## src/rtl/counter_ctrl_if.sv

```systemverilog
// Handshake bundle between counter_ctrl and its environment.
// master: drives run requests and the counter value; slave: the controller.
interface counter_ctrl_if;
    logic       start;
    logic       abort;
    logic [3:0] limit;
    logic [7:0] periods;
    logic [3:0] count;
    logic       clear;
    logic       busy;
    logic       tick;
    logic       done;
    logic [7:0] period_cnt;

    modport master (
        output start,
        output abort,
        output limit,
        output periods,
        output count,
        input  clear,
        input  busy,
        input  tick,
        input  done,
        input  period_cnt
    );

    modport slave (
        input  start,
        input  abort,
        input  limit,
        input  periods,
        input  count,
        output clear,
        output busy,
        output tick,
        output done,
        output period_cnt
    );
endinterface

```

## src/rtl/counter_ctrl.sv

```systemverilog
// Run controller for a downstream 4-bit free-running counter.
// Ports: clk, reset (async, active-low), ctl (counter_ctrl_if.slave):
//   start/abort/limit/periods/count in; clear/busy/tick/done/period_cnt out.
module counter_ctrl (
    input  logic           clk,
    input  logic           reset,
    counter_ctrl_if.slave  ctl
);

    typedef enum logic [1:0] {
        S_IDLE = 2'd0,
        S_RUN  = 2'd1,
        S_DONE = 2'd2
    } state_t;

    state_t     r_state;
    state_t     w_next;
    logic [3:0] r_limit;
    logic [7:0] r_periods;
    logic [7:0] r_period_cnt;

    logic       w_hit;
    logic       w_accept;
    logic       w_last;
    logic       w_clear;
    logic       w_busy;
    logic       w_tick;
    logic       w_done;

    // Period ends when the counter reaches the captured limit.
    assign w_hit    = (ctl.count == r_limit);
    assign w_accept = (r_state == S_IDLE) && ctl.start && !ctl.abort;
    // Only a nonzero period budget can finish a run.
    assign w_last   = (r_periods != 8'd0) &&
                      ((r_period_cnt + 8'd1) == r_periods);

    always_ff @(posedge clk or negedge reset) begin
        if (!reset) begin
            r_state <= S_IDLE;
        end else begin
            r_state <= w_next;
        end
    end

    always_comb begin
        w_next = r_state;
        unique case (r_state)
            S_IDLE: begin
                if (w_accept) begin
                    w_next = S_RUN;
                end
            end
            S_RUN: begin
                // Abort wins over completion, so no done pulse.
                if (ctl.abort) begin
                    w_next = S_IDLE;
                end else if (w_hit && w_last) begin
                    w_next = S_DONE;
                end
            end
            S_DONE: begin
                w_next = S_IDLE;
            end
            default: begin
                w_next = S_IDLE;
            end
        endcase
    end

    always_comb begin
        w_clear = 1'b1;
        w_busy  = 1'b0;
        w_tick  = 1'b0;
        w_done  = 1'b0;
        unique case (r_state)
            S_IDLE: begin
                w_clear = 1'b1;
            end
            S_RUN: begin
                w_busy  = 1'b1;
                w_tick  = w_hit;
                w_clear = w_hit;
            end
            S_DONE: begin
                w_done  = 1'b1;
            end
            default: begin
                w_clear = 1'b1;
            end
        endcase
    end

    always_ff @(posedge clk or negedge reset) begin
        if (!reset) begin
            r_limit      <= 4'd0;
            r_periods    <= 8'd0;
            r_period_cnt <= 8'd0;
        end else if (w_accept) begin
            r_limit      <= ctl.limit;
            r_periods    <= ctl.periods;
            r_period_cnt <= 8'd0;
        end else if (w_tick) begin
            // Wraps 255->0 in free-running mode.
            r_period_cnt <= r_period_cnt + 8'd1;
        end
    end

    assign ctl.clear      = w_clear;
    assign ctl.busy       = w_busy;
    assign ctl.tick       = w_tick;
    assign ctl.done       = w_done;
    assign ctl.period_cnt = r_period_cnt;

endmodule

```

## src/flat_wrapper.sv

```systemverilog
// flat-port wrapper written by rule: the top's interface ports become plain ports
module counter_ctrl_flat 
  (clk, reset, ctl_start, ctl_abort, ctl_limit, ctl_periods, ctl_count, ctl_clear, ctl_busy, ctl_tick, ctl_done, ctl_period_cnt);
  counter_ctrl_if ctl_i ();
  input  logic clk;
  input  logic reset;
  input wire logic [$bits(ctl_i.start)-1:0] ctl_start;
  input wire logic [$bits(ctl_i.abort)-1:0] ctl_abort;
  input wire logic [$bits(ctl_i.limit)-1:0] ctl_limit;
  input wire logic [$bits(ctl_i.periods)-1:0] ctl_periods;
  input wire logic [$bits(ctl_i.count)-1:0] ctl_count;
  output wire logic [$bits(ctl_i.clear)-1:0] ctl_clear;
  output wire logic [$bits(ctl_i.busy)-1:0] ctl_busy;
  output wire logic [$bits(ctl_i.tick)-1:0] ctl_tick;
  output wire logic [$bits(ctl_i.done)-1:0] ctl_done;
  output wire logic [$bits(ctl_i.period_cnt)-1:0] ctl_period_cnt;
  assign ctl_i.start = ctl_start;
  assign ctl_i.abort = ctl_abort;
  assign ctl_i.limit = ctl_limit;
  assign ctl_i.periods = ctl_periods;
  assign ctl_i.count = ctl_count;
  assign ctl_clear = ctl_i.clear;
  assign ctl_busy = ctl_i.busy;
  assign ctl_tick = ctl_i.tick;
  assign ctl_done = ctl_i.done;
  assign ctl_period_cnt = ctl_i.period_cnt;
  counter_ctrl u_core (.clk(clk), .reset(reset), .ctl(ctl_i));
endmodule
```

## config.mk

```make
export PLATFORM = sky130hd
export DESIGN_NAME = counter_ctrl_flat
export DESIGN_NICKNAME = d
export VERILOG_FILES = /design/src/rtl/counter_ctrl_if.sv /design/src/rtl/counter_ctrl.sv /design/src/flat_wrapper.sv
export SDC_FILE = /design/constraint.sdc
export NUM_CORES = 1
export LEC_CHECK = 0
export CAP_MARGIN = 20
export CORE_MARGIN = 5
export CORE_UTILIZATION = 52
export CTS_BUF_LIST = sky130_fd_sc_hd__clkbuf_8 sky130_fd_sc_hd__clkbuf_16
export DETAILED_ROUTE_END_ITERATION = 12
export PLACE_DENSITY = 0.95
export RECOVER_POWER = 25
export SLEW_MARGIN = 20
export SYNTH_ARGS = -nofsm -noshare
export SYNTH_HDL_FRONTEND = slang
export SYNTH_SLANG_ARGS = --single-unit
```

## constraint.sdc

```tcl
create_clock -name clk -period 5.26 [get_ports clk]
set_input_delay 0.526 -clock clk [delete_from_list [all_inputs] [get_ports clk]]
set_output_delay 0.526 -clock clk [all_outputs]
set_load 0.03 [all_outputs]
```

==> results by group, run 1 <==
Run status
  • Run status: finished clean

STA
  • Final cycle utilization of the critical path: between 50% and 60%
  • Setup Skew: ~1.0 ps
  • Unrepaired setup endpoints after global routing: no
  • Hold Slack: 471 ps
  • Final number of setup-violating endpoints: 0
  • Worst max-slew margin expressed relative to the limit: around 23%
  • Final-report hold violation count: 0
  • Tmin final: 2980 ps
  • Transition at the pin with the smallest max-transition slack: 1160 ps
  • Setup TNS Final: 0 ps
  • Maximum frequency from static timing analysis: 336 MHz
  • Final Slew Violations: 0

Logic synthesis
  • Sequential share of the synthesized area: 42.6%
  • Synthesized Nets: about 140
  • Fraction of synthesized cell area taken by the top area cell type: 42.6%
  • Share of async-settable or async-resettable flops after synthesis: 100%
  • Cells after Synth: 115
  • Predominant post-synthesis flop cell: dfrtp_1
  • Warnings, synthesis: 0
  • Cell types occupying the most area after synthesis: dfrtp_1 43%, mux2_2 13%, xnor2_1 6.1%, mux2i_1 4.6%, nand2_1 2.3%
  • Total of flip-flops plus latches after synthesis: 22
  • Post-Synthesis Mean Instance Area: 11.2 µm²
  • Post-synthesis instance area: 0.00129 mm²
  • Post-synth top area cell: dfrtp_1
  • Number of synthesized flops with an enable pin: 0
  • Count of cell types in the netlist: 39

Placement
  • Post-detailed-placement half-perimeter wirelength: 2150 µm
  • Placed cell areas: roughly 0.0016 mm²
  • Count of buffers from port buffering: 31
  • Total instance count after detailed placement: 172
  • GP Congestion: 0.873

Setup path
  • Buffers & Inverters on Critical Path: 3
  • Cell family with most CP delay: buffers and inverters
  • Worst-path fanout max: 12
  • Critical Path Most Common Cell: clkdlybuf4s50_1
  • Data arrival at the endpoint of the critical path: between 2000 and 2500 ps
  • Nature of the critical path endpoint: primary output
  • CP max stage delay: 690 ps
  • Data required time at the worst endpoint: 4730 ps
  • Max stage delay cell, worst path: clkdlybuf4s50_1
  • CP Class: in2out
  • Startpoint types: input pin
  • Critical Path, Cell by Cell: clkdlybuf4s50_1 > xnor2_1 > nand4_1 > or2_1 > inv_6 > clkdlybuf4s50_1

Cells and area
  • Layout cells sized above 1: 16.6%
  • Finished Cell Area: 0.00164 mm²
  • Number of antenna cells inserted: 0
  • Relative area change from synthesis to final layout: 26.5%
  • Count of non-filler cells in the finished layout: 175
  • Filler cell count in the final layout: 203
  • Total Nets Final: 168

Drt
  • WL/cell: 16.0 µm
  • DR vias: 993
  • DRT Wirelength: between 2000 and 3000 µm
  • DRT Pass-1 Iters: 4
  • Initial DRC count: 23
  • DRC violation count after routing: 0
  • Number of nets with antenna violations after routing: 0
  • Number of vias per cell after detailed routing: 5.67

Clock network
  • Post-CTS clock slew at the launch and capture registers of the worst setup and hold paths: ~80 ps
  • Longest Clk Path Bufs: 2
  • Clock tree root buffer cell: clkbuf_8
  • Clock buffers created by TritonCTS: 3
  • Hold buffers post-CTS: 0
  • Number of post-CTS setup repair buffers: 0
  • Later-pin clock latency in the skew report: ~260 ps
  • CTS tree: built
  • H-tree levels: 1
  • Number of sinks on the clock net: 22
  • Post-CTS resize count: 0

Global routing
  • Initial antenna violation count: 0
  • First-pass GRT wire length: 4880 µm
  • Maximum number of pins on one net before global-route repair: 23
  • Total overflow reported by the global router: 0
  • Vias in the first global route: 1081
  • Total routing resource utilization after global routing: 18.0%

Power
  • Worst vdd ir: 0.235 mV
  • Share of power burned in registers: around half
  • Clock Power Share: 23.6%
  • Internal power: 0.313 mW
  • Final Total Pwr: 0.441 mW
  • Leakage: between 0.6 and 0.7 nW
  • Switching power share of the total: 29.1%
  • Portion of total power attributed to combinational logic: between 20% and 30%
  • Areal power density over the cells: 270 mW/mm²
  • Switch Pwr: 0.128 mW

Hold path
  • Min-delay worst type: in2async

Floorplan
  • Chip Height: 59.9 µm
  • Initial core utilization: 53.1%
  • Number of placement rows: 18
  • Floorplan die width: around 60 µm
  • Area of the die: 0.00358 mm²
  • I/O pin count: 32
  • Core outline area: 0.00243 mm²

Flow run
  • Max-cap violations: 0
## flip-flops by register name, summed over array words and instances, names as in the netlist
name / count
u_core.r_limit: 4
u_core.r_state: 2
u_core.r_periods: 8
u_core.ctl.period_cnt: 8
## cells in the mapped netlist, types with 3 or more instances
| library cell | instances |
|---|---|
| nor2_1 | 3 |
| and3_1 | 3 |
| mux2i_1 | 6 |
| a21o_1 | 3 |
| nor3_1 | 5 |
| mux2_2 | 15 |
| nand2_1 | 8 |
| dfrtp_1 | 22 |
| xnor2_1 | 9 |
| xor2_1 | 3 |
## cells by family (layout without fill, tap and decap cells)
logic type | count (synthesis) | after routing | share of synthesized area (%)
buffers and inverters | 8 | 38 | 5.42
flip-flops | 22 | 22 | 42.6
multiplexers | 21 | 21 | 17.7
XOR/XNOR | 12 | 12 | 8.13
AND/OR/NAND/NOR | 37 | 37 | 16.7
adder cells (fa/ha/maj) | 1 | 1 | 0.968
AO/OA/AOI/OAI | 14 | 14 | 8.42
## final cells by class
type                    count  area [µm²]  area share (%)
clock buffers               3        41.3            2.52
multi-input cells          85         678            41.5
inverters                   3        16.3           0.995
flip-flops and latches     22         551            33.7
well taps                  30        37.5            2.30
repair buffers             32         312            19.1
## power groups by stage
| stage | combinational [mW] | clock (mW) | sequential, mW |
|---|---|---|---|
| 2_1_floorplan | 0.0805 | 0 | 0.219 |
| 3_3_place_gp | 0.115 | 0 | 0.219 |
| 3_5_place_dp | 0.120 | 0 | 0.221 |
| 4_1_cts | 0.121 | 0.104 | 0.218 |
| 5_1_grt | 0.130 | 0.110 | 0.222 |
| 6_report | 0.119 | 0.104 | 0.218 |
## layout by cell type (no fill, tap or decap), types with 2 or more instances in the layout
cell | Yosys | layout
clkdlybuf4s50_1 | 0 | 30
dfrtp_1 | 22 | 22
mux2_2 | 15 | 15
xnor2_1 | 9 | 9
nand2_1 | 8 | 8
mux2i_1 | 6 | 6
nor3_1 | 5 | 5
nor2_1 | 3 | 3
xor2_1 | 3 | 3
a21o_1 | 3 | 3
and3_1 | 3 | 3
clkbuf_8 | 1 | 3
inv_1 | 2 | 2
nor2b_1 | 2 | 2
nand3_1 | 2 | 2
o21ai_0 | 2 | 2
a211oi_1 | 2 | 2
nand2b_1 | 2 | 2
a22o_1 | 2 | 2
nand3b_1 | 2 | 2
## worst paths after layout
kind	startpoint	end	slack [ps]	cells past startpoint
min in group clk	u_core.r_periods[0]	u_core.r_periods[0]	540	1
min reg2reg	u_core.r_periods[0]	u_core.r_periods[0]	540	1
max reg2reg	u_core.ctl.period_cnt[0]	u_core.r_state[0]	3190	6
max in group asynchronous	reset	u_core.r_periods[7]	4100	1
min	reset	u_core.ctl.period_cnt[0]	470	1
max	ctl_count[1]	ctl_tick	2280	6
## layer usage
metal	track usage, %	up-vias	share of wire, %
met3	1.94	7	4.0
li1	-	479	-
met4	8.86	0	2.0
met2	30.9	25	52
met5	0	-	0
met1	22.3	482	42
## metrics by stage
| stage | setup slack (ps) | util, % |
|---|---|---|
| 2_1_floorplan | 3380 | - |
| 3_3_place_gp | 2320 | 65.8 |
| 3_5_place_dp | 2280 | 65.8 |
| 4_1_cts | 2270 | 67.5 |
| 5_1_grt | 2160 | 67.2 |
| 6_report | 2280 | 67.2 |
No activity file was read; power rests on OpenSTA's default activity.
==> inputs of run 2 (changes only) <==
--- a/config.mk
+++ b/config.mk
@@ -7,10 +7,10 @@
 export LEC_CHECK = 0
 export CAP_MARGIN = 20
 export CORE_MARGIN = 5
-export CORE_UTILIZATION = 52
+export CORE_UTILIZATION = 44
 export CTS_BUF_LIST = sky130_fd_sc_hd__clkbuf_8 sky130_fd_sc_hd__clkbuf_16
 export DETAILED_ROUTE_END_ITERATION = 12
-export PLACE_DENSITY = 0.95
+export PLACE_DENSITY = 0.87
 export RECOVER_POWER = 25
 export SLEW_MARGIN = 20
 export SYNTH_ARGS = -nofsm -noshare
==> constraint.sdc (replaced) <==
create_clock -name clk -period 2.5 [get_ports clk]
set_input_delay 0.25 -clock clk [delete_from_list [all_inputs] [get_ports clk]]
set_output_delay 0.25 -clock clk [all_outputs]
set_load 0.03 [all_outputs]
==> run 2 against run 1 <==
Against the previous run: final cell count grew 2.3%; hold slack better by 64 ps; combinational power increased by 110%; clock-buffer cell count up 1; core utilization fell by 7.3 points; global-route usage down 2.4 points; largest cell class unchanged.
==> results by group, run 2 (synthesis gave the netlist of run 1 again) <==
STA
  • Final Slew Violations: 0 (unchanged)
  • Tmin final: 2380 ps
  • Hold Slack: 535 ps (+63.8 ps)
  • Final number of setup-violating endpoints: 0 (unchanged)
  • Final-report hold violation count: 0 (unchanged)
  • Setup Skew: 5.10 ps (+4.05 ps)
  • Transition at the pin with the smallest max-transition slack: 1210 ps (+52.7 ps)
  • Setup TNS Final: 0 ps (unchanged)
  • Worst max-slew margin expressed relative to the limit: 19.3% (-3.5 points)
  • Final cycle utilization of the critical path: 95.1%
  • Maximum frequency from static timing analysis: ~420 MHz
  • Unrepaired setup endpoints after global routing: no

Setup path
  • Worst-path fanout max: 6 (-6)
  • Critical Path Most Common Cell: clkdlybuf4s50_1
  • Data arrival at the endpoint of the critical path: 2130 ps (-320 ps)
  • CP Class: in2out
  • Nature of the critical path endpoint: primary output
  • CP max stage delay: 660 ps (-30 ps)
  • Critical Path, Cell by Cell: clkdlybuf4s50_1 > xnor2_1 > nand4_1 > or2_1 > inv_6 > clkdlybuf4s50_1
  • Data required time at the worst endpoint: 2250 ps (-2480 ps)
  • Max stage delay cell, worst path: clkdlybuf4s50_1
  • Startpoint types: input pin

Hold path
  • Min-delay worst type: reg2reg

Clock network
  • Number of post-CTS setup repair buffers: 0 (unchanged)
  • Clock tree root buffer cell: clkbuf_8
  • Post-CTS resize count: 0 (unchanged)
  • Later-pin clock latency in the skew report: 270 ps (about the same)
  • Clock buffers created by TritonCTS: 3 (unchanged)
  • CTS tree: built
  • Longest Clk Path Bufs: 2 (unchanged)
  • Hold buffers post-CTS: 0 (unchanged)
  • Number of sinks on the clock net: 22 (unchanged)
  • Post-CTS clock slew at the launch and capture registers of the worst setup and hold paths: 80 ps (about the same)
  • H-tree levels: 1 (unchanged)

Floorplan
  • Floorplan die width: 64.2 µm (+7.3%)
  • Chip Height: 64.2 µm (+7.3%)
  • Area of the die: 0.00412 mm² (+15%)
  • Core outline area: 0.00278 mm² (+14%)
  • Initial core utilization: 46.5% (-6.7 points)
  • Number of placement rows: 19 (+1)
  • I/O pin count: 32 (unchanged)

Power
  • Areal power density over the cells: 585 mW/mm² (+120%)
  • Worst vdd ir: 0.442 mV (+88%)
  • Leakage: 0.684 nW (+2.5%)

Cells and area
  • Layout cells sized above 1: 17.6% (+1.0 points)
  • Most common cell after layout, fill and taps aside: clkdlybuf4s50_1
  • Number of antenna cells inserted: 0 (unchanged)
  • Relative area change from synthesis to final layout: 29.0%
  • Total Nets Final: 170 (+1.2%)
  • Top library cells by usage in the layout, fill and taps aside: 30 x clkdlybuf4s50_1, 22 x dfrtp_1, 15 x mux2_2

Global routing
  • Vias in the first global route: 1091 (+0.93%)
  • Maximum number of pins on one net before global-route repair: 23 (unchanged)
  • Met1 layer usage reported by global route: 19.2% (-3.1 points)
  • Most Crowded Layer GR: met2
  • Routing usage on met2: 26.4% (-4.5 points)
  • Initial antenna violation count: 0 (unchanged)
  • Total routing resource utilization after global routing: 15.7% (-2.4 points)
  • Total overflow reported by the global router: 0 (unchanged)
  • First-pass GRT wire length: 5130 µm (+5.1%)
  • Global-route met3 utilization: 3.33% (+1.4 points)

Run status
  • Run status: finished clean

Placement
  • Count of buffers from port buffering: 31 (unchanged)
  • GP Congestion: 0.943 (+8.1%)
  • Post-detailed-placement half-perimeter wirelength: 2220 µm (+3.3%)

Drt
  • DRC violation count after routing: 0 (unchanged)
  • WL/cell: 16.7 µm (+4.2%)
  • DRT Wirelength: 2990 µm (+6.6%)
  • Number of vias per cell after detailed routing: 5.89 (+3.9%)
  • Initial DRC count: 33 (+43%)
  • DR vias: 1055 (+6.2%)
  • Number of nets with antenna violations after routing: 0 (unchanged)
  • DRT Pass-1 Iters: 4 (unchanged)

Flow run
  • Max-cap violations: 0 (unchanged)
## run 2: critical path: cells and delay by family
| family | cells | cell delay [ps] |
|---|---|---|
| and+or+nand+nor | 2 | 510 |
| xor gates and xnor gates | 1 | 120 |
| buffers and inverters | 3 | 1240 |
## run 2: final cells by class
class                           count  area (µm²)
Timing Repair Buffer               34         329
Inverter                            3        16.3
Multi-Input combinational cell     85         678
Tap cell                           31        38.8
Fill cell                         226        1110
Sequential cell                    22         551
Clock buffer                        4        55.1
## run 2: per-layer routing
metal / wire length [µm] / up-vias
met5: 0 / -
met4: 83 / 0
met3: 182 / 11
met2: 1530 / 48
met1: 1200 / 517
li1: - / 479
## run 2: metrics by stage
stage          setup slack [ps]  cell area (µm²)  cells  util (%)  power [mW]
6_report                    122             1670    179      60.0       0.975
5_1_grt                    24.4             1670    179      60.0        1.02
4_1_cts                     123             1670    179      60.1       0.982
3_5_place_dp                123             1620    175      58.1       0.723
3_3_place_gp                193             1620    175      58.1       0.706
2_1_floorplan               616             1290    115         -       0.630
## run 2: final timing paths
| kind | startpoint | endpoint | slack, ps | cells after the start |
|---|---|---|---|---|
| min in group asynchronous | reset | u_core.r_periods[0] | 740 | 2 |
| max in group asynchronous | reset | u_core.ctl.period_cnt[7] | 1040 | 2 |
| max | ctl_count[0] | ctl_tick | 120 | 6 |
| max reg2reg | u_core.ctl.period_cnt[0] | u_core.r_state[0] | 430 | 6 |
| min | u_core.r_periods[1] | u_core.r_periods[1] | 530 | 1 |
| min reg2reg | u_core.r_periods[1] | u_core.r_periods[1] | 530 | 1 |
## run 2: power breakdown
part / switching (mW) / total, mW / internal (mW)
sequential: 0.0545 / 0.460 / 0.406
combinational: 0.109 / 0.255 / 0.146
clock: 0.119 / 0.259 / 0.141
total: 0.282 / 0.975 / 0.693
==> patch 1: new RTL, flow settings as in run 2 <==
Reset style: synchronous (`reset`), changed in 2 clocked blocks. Comments in the files are not updated.
--- a/src/rtl/counter_ctrl.sv
+++ b/src/rtl/counter_ctrl.sv
@@ -34,7 +34,7 @@
     assign w_last   = (r_periods != 8'd0) &&
                       ((r_period_cnt + 8'd1) == r_periods);
 
-    always_ff @(posedge clk or negedge reset) begin
+    always_ff @(posedge clk) begin
         if (!reset) begin
             r_state <= S_IDLE;
         end else begin
@@ -90,7 +90,7 @@
         endcase
     end
 
-    always_ff @(posedge clk or negedge reset) begin
+    always_ff @(posedge clk) begin
         if (!reset) begin
             r_limit      <= 4'd0;
             r_periods    <= 8'd0;
Check against the original RTL: differs if reset is asserted again (counterexample within 4 cycles, from zero or initial values and one cycle with reset low); with reset held inactive, the same outputs for 10 cycles.
==> patch 1 against run 2 <==
Via count is 11% higher; final area is 3.8% lower; synthesized area decreased by 6.5%; clock skew up 0.0016 ns; non-clock buffer count unchanged; critical path depth down 1; sequential cell count unchanged; worst setup slack improved by 0.13 ns; routed wire length decreased by 3.1%; largest cell class unchanged; highest routed layer unchanged.
Power is not compared: it rests on default switching activity, and its combinational part moved more than twofold at a synthesized area within 25%.
==> patch 1: results (changes against run 2) <==
status: "completed"  # unchanged
startpoint: "ctl_count[3]"  # was ctl_count[0]
synth_common_cells: "nand2_1 (30), dfxtp_1 (22), a21boi_0 (14), xor2_1 (13), nor2_1 (11)"  # was dfrtp_1 (22), mux2_2 (15), xnor2_1 (9), nand2_1 (8), mux2i_1 (6)
vias_per_cell: 5.55  # was 5.89
hpwl_microns: 2280  # was 2220 microns
yosys-mux-area-fraction_pct: 0.828  # was 17.7%
layout-drive-gt1-share_pct: 6.15  # was 17.6%
synth.top_cells.by_area: "dfxtp_1 (36%), xor2_1 (9.4%), nand2_1 (9.3%)"  # was dfrtp_1 (43%), mux2_2 (13%), xnor2_1 (6.1%)
post-place-ws_ns: 0.252  # was 0.123 ns
fin_skew_ns: 0.00668  # was 0.00510 ns
avgSynthCellArea_sq_um: 8.17  # was 11.2 sq um
nFillCells: 241  # was 226
synth-adder-area-share_pct: 1.04  # was 0.968%
place_inst: 206  # was 175
ys_seq_area_share_pct: 36.4  # was 42.6%
synthArstFlopShare_pct: 0  # was 100%
syn_nets: 169  # was 136
critical_path_arrival_ns: 1.99  # was 2.13 ns
grt_pass1_vias: 1124  # was 1091
hold_start: "u_core.r_limit[1]"  # was u_core.r_periods[1]
r2r_start: "u_core.ctl.period_cnt[0]"  # unchanged
gp_congestion: 0.955  # was 0.943
vdd_drop_max_uv: 339
synth_compound_area_share_pct: 14.2  # was 8.42%
switchingPower_mw: 0.177
synthXorXnorAreaFrac_pct: 14.5  # was 8.13%
drt_iter0_drc: 26  # was 33
r2r_setup_slack_ns: 0.60  # was 0.43 ns
grt_util_all_layers_pct: 15.0  # was 15.7%
grt_pass1_wl_microns: 4800  # was 5130 microns
grt_max_degree: 16  # was 23
place_area_sq_um: 1550  # was 1620 sq um
path_max_fanout: 2  # was 6
vias: 1166  # was 1055
crit_end: "ctl_clear"  # was ctl_tick
hold_depth: 2  # was 1
fin_nets: 201  # was 170
p_per_area_nw_per_um2: 458
wirelength_microns: 2900  # was 2990 microns
worst_pin_slew_ns: 0.441  # was 1.21 ns
r2r-end: "u_core.r_state[0]"  # unchanged
fmaxAchievable_mhz: 446  # was 421 MHz
[patch 1: cell types whose count changed after synthesis, sizes merged, moves of 8 or more]
cell,before,now
mux2,15,0
nand2,8,30
xor2,3,13
a21boi,0,14
nor2,3,11
dfxtp,0,22
dfrtp,22,0
[patch 1: area by class of cell]
cell class                      count  area share [%]
Multi-Input combinational cell    118            45.9
Timing Repair Buffer               34            20.6
Sequential cell                    22            27.5
Inverter                            1           0.234
Tap cell                           31            2.42
Clock buffer                        4            3.43
[patch 1: worst min path at each step]
stage	slack [ns]	to
global route	0.53	u_core.r_limit[1]
finish	0.48	u_core.r_limit[1]
floorplan	0.39	u_core.r_periods[0]
CTS	0.48	u_core.r_limit[1]
global placement	0.47	u_core.r_limit[3]
detailed placement	0.47	u_core.r_limit[1]
[patch 1: metal layers]
metal  share of wire (%)  up-vias  wire [microns]  track usage [%]
met5                   0        -               0                0
met4                 2.3        0              68             6.63
met3                 5.2        8             152             3.06
met2                  51       39            1490             25.8
met1                  41      557            1190             17.7
li1                    -      562               -                -
==> patch 2: new RTL, config.mk and constraints of run 2 <==
Made on the original files. Encoding of `state_t`: now one-hot (3 bits for 3 states).
--- a/src/rtl/counter_ctrl.sv
+++ b/src/rtl/counter_ctrl.sv
@@ -7,10 +7,10 @@
     counter_ctrl_if.slave  ctl
 );
 
-    typedef enum logic [1:0] {
-        S_IDLE = 2'd0,
-        S_RUN  = 2'd1,
-        S_DONE = 2'd2
+    typedef enum logic [2:0] {
+        S_IDLE = 3'b001,
+        S_RUN  = 3'b010,
+        S_DONE = 3'b100
     } state_t;
 
     state_t     r_state;
Formal check against the unedited RTL: same outputs for any inputs over 10 cycles, from zero or initial values and one cycle with reset low; not proved beyond that.
==> patch 2 against run 2 <==
Final area unchanged; sequential cell count grew 1; utilization grew 0.52 points; critical path depth did not move; synthesized area shrank 1.8%; routed wire length rose by 2.1%; count of clock-buffer cells in the layout down 1; synthesized cell count up 1.7%; largest power group unchanged; worst setup slack improved by 0.22 ns; power shrank 7.9%; via count fell by 0.19%.
==> patch 2: results (changes against run 2) <==
insertion_delay_ns: 0.27  # about the same
synth_compound_area_share_pct: 12.8  # was 8.42%
cts_buffers: 3  # unchanged
critical_path_arrival_ns: 1.90  # was 2.13 ns
ys_types: 42  # was 39
vias: 1053  # was 1055
synthXorXnorAreaFrac_pct: 8.28  # was 8.13%
layout-drive-gt1-share_pct: 19.1  # was 17.6%
root_buffer: "clkbuf_8"  # unchanged
status: "completed"  # unchanged
p_leak_nw: 0.696  # was 0.684 nW
clk_pin_slew_ns: 0.08  # about the same
nFillCells: 224  # was 226
antenna_found_initial: 0  # unchanged
wirelength_microns: 3050  # was 2990 microns
drt_iter0_drc: 34  # was 33
vdd_drop_max_uv: 612  # was 442 uV
synth-adder-area-share_pct: 0.986  # was 0.968%
slowest_delay_ns: 0.48  # was 0.66 ns
grt_util_all_layers_pct: 15.7  # about the same
path_max_fanout: 11  # was 6
place_area_sq_um: 1630  # was 1620 sq um
yosys-mux-area-fraction_pct: 11.4  # was 17.7%
gp_congestion: 0.878  # was 0.943
fin_nets: 174  # was 170
switchingPower_mw: 0.252  # was 0.282 mW
synth_common_cells: "dfrtp_1 (22), mux2_2 (12), o21ai_0 (9), xnor2_1 (8), nand2_1 (7)"  # was dfrtp_1 (22), mux2_2 (15), xnor2_1 (9), nand2_1 (8), mux2i_1 (6)
tns_ns: 0  # unchanged
syn_nets: 138  # was 136
synth.top_cells.by_area: "dfrtp_1 (43%), mux2_2 (11%), xnor2_1 (5.5%)"  # was dfrtp_1 (43%), mux2_2 (13%), xnor2_1 (6.1%)
hpwl_microns: 2330  # was 2220 microns
fin_skew_ns: 0.00152  # was 0.00510 ns
grt_max_degree: 24  # was 23
ys_seq_area_share_pct: 45.5  # was 42.6%
htreeDepth: 1  # unchanged
cts_resized: 0  # unchanged
relSlewSlack_pct: 18.2  # was 19.3%
[patch 2: path summary, 6_finish.rpt]
path | from | cells past startpoint | slack [ns] | endpoint
setup reg to reg | u_core.ctl.period_cnt[0] | 6 | 0.44 | u_core.r_state[2]
hold reg to reg | u_core.r_limit[2] | 1 | 0.54 | u_core.r_limit[2]
setup / recovery | ctl_count[2] | 6 | 0.35 | ctl_tick
min in group asynchronous | reset | 2 | 0.75 | u_core.r_limit[2]
max in group asynchronous | reset | 2 | 1.02 | u_core.ctl.period_cnt[5]
hold / removal | u_core.r_limit[2] | 1 | 0.54 | u_core.r_limit[2]
[patch 2: area by class of cell]
| cell class | count | area [sq um] | share of cell area (%) |
|---|---|---|---|
| timing repair buffer | 34 | 327 | 19.6 |
| multi-input combinational | 87 | 664 | 39.8 |
| sequential | 23 | 577 | 34.6 |
| tap | 31 | 38.8 | 2.33 |
| inverter | 4 | 15.0 | 0.900 |
| clock buffer | 3 | 41.3 | 2.48 |
| clock inverter | 1 | 5.00 | 0.300 |
[patch 2: metal layers]
metal | GRT usage [%] | wire (microns)
met2 | 26.3 | 1570
met4 | 6.75 | 58
met5 | 0 | 0
met1 | 19.2 | 1280
met3 | 3.37 | 145
[patch 2: worst max-delay path: cells and delay by family]
family                    cells  cell delay (ns)
buffers and inverters         3             0.91
and+or+nand+nor               2             0.62
xor gates and xnor gates      1             0.13
[patch 2: cell families (layout without fill, tap and decap cells)]
| kind of cell | after synthesis | count (layout) |
|---|---|---|
| adders and majority gates | 1 | 1 |
| muxes | 13 | 13 |
| DFF | 23 | 23 |
| AOI/OAI and AO/OA | 23 | 23 |
| buffers and inverters | 7 | 42 |
| xor gates and xnor gates | 12 | 12 |
| and+or+nand+nor | 38 | 38 |
[patch 2: per-stage QoR]
stage,cells,util (%),setup WS (ns)
global placement,179,58.9,0.401
CTS,183,60.6,0.344
detailed placement,179,58.9,0.346
global route,183,60.5,0.238
floorplan,117,-,0.503
finish,183,60.5,0.345
[patch 2: power groups by stage]
stage / logic (mW) / clock network (mW) / registers, mW
2_1_floorplan: 0.125 / 0 / 0.462
3_3_place_gp: 0.182 / 0 / 0.472
3_5_place_dp: 0.194 / 0 / 0.477
4_1_cts: 0.196 / 0.238 / 0.469
5_1_grt: 0.208 / 0.254 / 0.478
6_report: 0.191 / 0.237 / 0.470
